<file path="src/rtl/rgen_apb_master.sv">
// rgen_apb_master: single-outstanding command/response to APB4 initiator.
// Sequences SETUP/ACCESS, waits on pready, aborts stalled transfers on timeout.
`timescale 1ns/1ps
module rgen_apb_master #(
    parameter int ADDRESS_WIDTH  = 16,
    parameter int DATA_WIDTH     = 32,
    parameter int TIMEOUT_CYCLES = 256
) (
    input  logic                      clk,
    input  logic                      rst_n,
    input  logic                      i_command_valid,
    output logic                      o_command_ready,
    input  logic                      i_write,
    input  logic [ADDRESS_WIDTH-1:0]  i_address,
    input  logic [DATA_WIDTH-1:0]     i_write_data,
    input  logic [DATA_WIDTH/8-1:0]   i_strobe,
    output logic                      o_response_valid,
    input  logic                      i_response_ready,
    output logic [DATA_WIDTH-1:0]     o_read_data,
    output logic [1:0]                o_status,
    output logic [ADDRESS_WIDTH-1:0]  o_paddr,
    output logic [2:0]                o_pprot,
    output logic                      o_psel,
    output logic                      o_penable,
    output logic                      o_pwrite,
    output logic [DATA_WIDTH-1:0]     o_pwdata,
    output logic [DATA_WIDTH/8-1:0]   o_pstrb,
    input  logic                      i_pready,
    input  logic                      i_pslverr,
    input  logic [DATA_WIDTH-1:0]     i_prdata
);

    localparam int SW = DATA_WIDTH / 8;
    localparam int CW = (TIMEOUT_CYCLES > 1) ? $clog2(TIMEOUT_CYCLES) : 1;
    localparam bit TO_EN = (TIMEOUT_CYCLES > 0);
    localparam logic [CW-1:0] CNT_LAST =
        CW'((TIMEOUT_CYCLES > 0) ? TIMEOUT_CYCLES - 1 : 0);

    typedef enum logic [1:0] {
        IDLE,
        SETUP,
        ACCESS,
        RESPONSE
    } state_t;

    state_t               state, state_d;
    logic [CW-1:0]        cnt, cnt_d;
    logic [ADDRESS_WIDTH-1:0] paddr_d;
    logic                 pwrite_d;
    logic [DATA_WIDTH-1:0] pwdata_d;
    logic [SW-1:0]        pstrb_d;
    logic [DATA_WIDTH-1:0] rdata_d;
    logic [1:0]           status_d;

    assign o_pprot = 3'b000;

    always_comb begin
        state_d  = state;
        cnt_d    = cnt;
        paddr_d  = o_paddr;
        pwrite_d = o_pwrite;
        pwdata_d = o_pwdata;
        pstrb_d  = o_pstrb;
        rdata_d  = o_read_data;
        status_d = o_status;
        unique case (state)
            IDLE: begin
                if (i_command_valid) begin
                    state_d  = SETUP;
                    paddr_d  = i_address;
                    pwrite_d = i_write;
                    pwdata_d = i_write ? i_write_data : '0;
                    pstrb_d  = i_write ? i_strobe : '0;
                end
            end
            SETUP: begin
                state_d = ACCESS;
                cnt_d   = '0;
            end
            ACCESS: begin
                // pready takes priority over a timeout in the same cycle
                if (i_pready) begin
                    state_d  = RESPONSE;
                    rdata_d  = o_pwrite ? '0 : i_prdata;
                    status_d = {1'b0, i_pslverr};
                end else if (TO_EN && cnt == CNT_LAST) begin
                    state_d  = RESPONSE;
                    rdata_d  = '0;
                    status_d = 2'b10;
                end else begin
                    cnt_d = cnt + CW'(1);
                end
            end
            RESPONSE: begin
                if (i_response_ready) begin
                    state_d = IDLE;
                end
            end
            default: state_d = IDLE;
        endcase
    end

    // Control outputs are flopped from the next state so they never glitch
    always_ff @(posedge clk or negedge rst_n) begin
        if (!rst_n) begin
            state            <= IDLE;
            cnt              <= '0;
            o_paddr          <= '0;
            o_pwrite         <= 1'b0;
            o_pwdata         <= '0;
            o_pstrb          <= '0;
            o_read_data      <= '0;
            o_status         <= 2'b00;
            o_command_ready  <= 1'b1;
            o_psel           <= 1'b0;
            o_penable        <= 1'b0;
            o_response_valid <= 1'b0;
        end else begin
            state            <= state_d;
            cnt              <= cnt_d;
            o_paddr          <= paddr_d;
            o_pwrite         <= pwrite_d;
            o_pwdata         <= pwdata_d;
            o_pstrb          <= pstrb_d;
            o_read_data      <= rdata_d;
            o_status         <= status_d;
            o_command_ready  <= (state_d == IDLE);
            o_psel           <= (state_d == SETUP) || (state_d == ACCESS);
            o_penable        <= (state_d == ACCESS);
            o_response_valid <= (state_d == RESPONSE);
        end
    end

endmodule

</file>
<file path="config.mk">
export PLATFORM = sky130hd
export DESIGN_NAME = rgen_apb_master
export DESIGN_NICKNAME = d
export VERILOG_FILES = /design/src/rtl/rgen_apb_master.sv
export SDC_FILE = /design/constraint.sdc
export NUM_CORES = 1
export LEC_CHECK = 0
export CAP_MARGIN = 15
export CELL_PAD_IN_SITES_DETAIL_PLACEMENT = 2
export CELL_PAD_IN_SITES_GLOBAL_PLACEMENT = 2
export CORE_MARGIN = 5
export CORE_UTILIZATION = 24
export DETAILED_ROUTE_END_ITERATION = 6
export PLACE_DENSITY = 0.86
export SKIP_LAST_GASP = 1
export SYNTH_ARGS = -nofsm -noshare
export SYNTH_HDL_FRONTEND = slang
export SYNTH_SLANG_ARGS = --single-unit
</file>
<file path="constraint.sdc">
create_clock -name clk -period 2.9 [get_ports clk]
set_clock_uncertainty 0.15 [all_clocks]
set_input_delay 0.435 -clock clk [delete_from_list [all_inputs] [get_ports clk]]
set_output_delay 0.435 -clock clk [all_outputs]
set_load 0.005 [all_outputs]
</file>
==> impl_metrics.ini <==
[run_status]
run_status = finished clean

[critical_path]
worstSetupStartpointType = flip-flop
family_of_cells_with_the_greatest_summed_delay_on_the_critical_path = simple AND/OR/NAND/NOR gates
crit_slowest_cell = or3_2
worst_setup_path_end_kind = flip-flop
critPathRequiredTime_ps = 2980
worst-path-buf-inv = 0
r2r_cells = 6
critical_path_peak_fanout = 5
worst_r2r_startpoint = cnt[0]$_DFFE_PN0P_
crit_arrival_ps = 2300
cp_num_cells = 6
path_common_cell = ha_1
timing.critical_path.from = cnt[0]$_DFFE_PN0P_
worstSetupPathType = flip-flop to flip-flop
maximum_single_stage_delay_on_the_critical_path_ps = 450
critical_path.cell_chain = ha_1, nand4_4, nor2_4, or3_2, a31oi_1, ha_1

[grt]
first_global_vias = 4130
initial_antenna_violation_count = 0
wire_length_of_the_first_global_routing_pass_microns = 23600
grt_start_max_net_pins = 53
globalRoute.totalOverflow = 0
grt_usage_pct = 15.2

[finish]
layout.area.seq_sq_um = 2530
num_antenna_cells = 0
areaGrowthSynthToFinish_pct = 56.7
finish.net_count = 646
layout-drive-gt1-share_pct = 7.01
fillCellCount = 1770
multi_input_area_sq_um = 1340

[timing]
grt_setup_unrepaired = false
finalHoldViolCount = 0
tightestPinTransition_ps = 768
timing.final.max_slew_violations = 0
fin_worst_hold_slack_ps = 317
worst_slew_margin_rel_pct = 48.7
final-setup-viol-count = 0
min_period_over_period_pct = 76.4
period_needed_ps = 2210
max_freq_mhz = 452
final_tns_setup_ps = 0

[synthesis]
mappedNetlistArea_sq_um = 4050
post_synth_main_area_contributors = dfrtp_1, nand2_1, a22o_1, nand3_1, buf_6
synthDominantCellAreaShare_pct = 61.8
synth_most_common_cell = nand2_1
post_synth_most_frequent_cells = nand2_1, dfrtp_1, nand3_1
yosys_warnings = 0
synth.distinct_cells = 42
synth_ff_type = dfrtp_1
netlist_instances = 375
seq_area_frac_synth_pct = 62.5
post_synth.cell_area_avg_sq_um = 10.8
synth_seq_cells = 101
post-synth-top-area-cell = dfrtp_1
synth-edff-count = 0
async_flop_share_pct = 100

[pwr]
leakage_nw = 2.93
report.power.total_mw = 6.16
highest_ir_drop_seen_on_vdd_mv = 0.273
power_density_nw_per_um2 = 971

[floorplanning]
boundaryPins = 185
start_util_pct = 24.4
die_area_sq_um = 19600
core.rowCount = 47
die_w_microns = 140
floorplan.die.height_microns = 140
core_area_sq_um = 16600

[place]
portBuffers = 181
place.detailed.hpwl_microns = 11000
routabilityCongestion = 0.760

[routing]
detail_route.wl_per_cell_microns = 19.1
first_iter_violations = 93
router_iterations_before_antenna_repair = 4
post-route-drc-count = 0
post_drt_via_cell_ratio = 4.55
final_routed_wirelength_across_all_metal_layers_microns = 14800
detail-route-antenna-nets = 0
num_vias = 3529

[clock_tree]
clkTransAtPathRegs_ps = 70
htree_num_levels = 3
clock_sinks = 101
cts_resized = 0
cts_bufs_inserted = 9
clockRootBuffer = clkbuf_16
cts_buffer_depth = 2
cts_tree = built
insertion_delay_ps = 340

[worst_hold_path]
timing.hold.worst_path_depth = 2
timing.hold.worst.class = flip-flop to flip-flop
worstHoldStart = o_pwdata[21]$_DFFE_PN0P_

[flow_run]
timing.max_cap.violations = 0
## per-layer routing
metal | wire length [microns] | global-route usage [%]
met5 | 0 | 0
met4 | 223 | 4.54
met3 | 608 | 3.12
met2 | 8190 | 29.1
met1 | 5810 | 16.7
## per-stage QoR
stage | cells | worst slack [ps] | cell area (sq um) | util, %
global route | 776 | 581 | 6340 | 38.3
finish | 776 | 686 | 6340 | 38.3
global placement | 759 | 735 | 6040 | 36.4
CTS | 776 | 685 | 6340 | 38.3
detailed placement | 759 | 642 | 6040 | 36.4
floorplan | 377 | 881 | 4060 | -
## worst register-to-register path, delay by kind of cell, from the launching register on
kind | cells | cell delay, ps
flops | 1 | 430
compound gates | 1 | 270
simple gates | 3 | 680
fa+ha+maj | 2 | 560
## path summary, 6_finish.rpt
path	end	slack, ps
worst max-delay path	o_psel$_DFF_PN0_	690
worst min-delay path	o_pwdata[21]$_DFFE_PN0P_	320
worst max register to register	o_psel$_DFF_PN0_	690
worst min register to register	o_pwdata[21]$_DFFE_PN0P_	320
max in group asynchronous	o_pwdata[28]$_DFFE_PN0P_	1520
min in group asynchronous	o_paddr[14]$_DFFE_PN0P_	350
## layout make-up
| type | count | share of cell area, % |
|---|---|---|
| Clock inverter | 7 | 1.14 |
| Clock buffer | 9 | 3.55 |
| Multi-Input combinational cell | 245 | 21.1 |
| Sequential cell | 101 | 39.9 |
| Timing Repair Buffer | 190 | 29.8 |
| Tap cell | 220 | 4.34 |
| Inverter | 4 | 0.237 |
## registers in the layout, indices dropped and copies added (netlist names), 2 cells and up
signal       flops
state            2
o_paddr         16
o_read_data     32
o_pstrb          4
cnt              8
o_status         2
o_pwdata        32
## cells by family (layout without fill, tap and decap cells)
| group | count (synthesis) | in the layout | synth area share, % |
|---|---|---|---|
| AOI/OAI and AO/OA | 52 | 52 | 10.9 |
| xor gates and xnor gates | 1 | 1 | 0.216 |
| adders and majority gates | 4 | 4 | 1.24 |
| buffers and inverters | 31 | 210 | 4.82 |
| DFF | 101 | 101 | 62.5 |
| muxes | 1 | 1 | 0.247 |
| other | 1 | 3 | 0.0926 |
| and+or+nand+nor | 184 | 184 | 20.0 |
## cells in the final DEF, fill, tap and decap left out, types with 3 or more instances in the layout
master / n
dfrtp_1: 100
inv_1: 4
a22o_1: 32
buf_4: 8
nand2_1: 125
ha_1: 4
nand3_1: 44
o21ai_0: 5
clkdlybuf4s50_1: 180
conb_1: 3
clkbuf_16: 9
## repair_timing
action	4_1_cts	5_1_grt
buffers inserted	0	0
hold buffers	1	0
endpoints found under the hold margin	16	0
## power breakdown
part / internal [mW] / switching (mW)
sequential: 2.03 / 0.403
clock: 0.673 / 0.559
combinational: 1.46 / 1.04
total: 4.16 / 2.00
(Power assumes the default switching activity.)
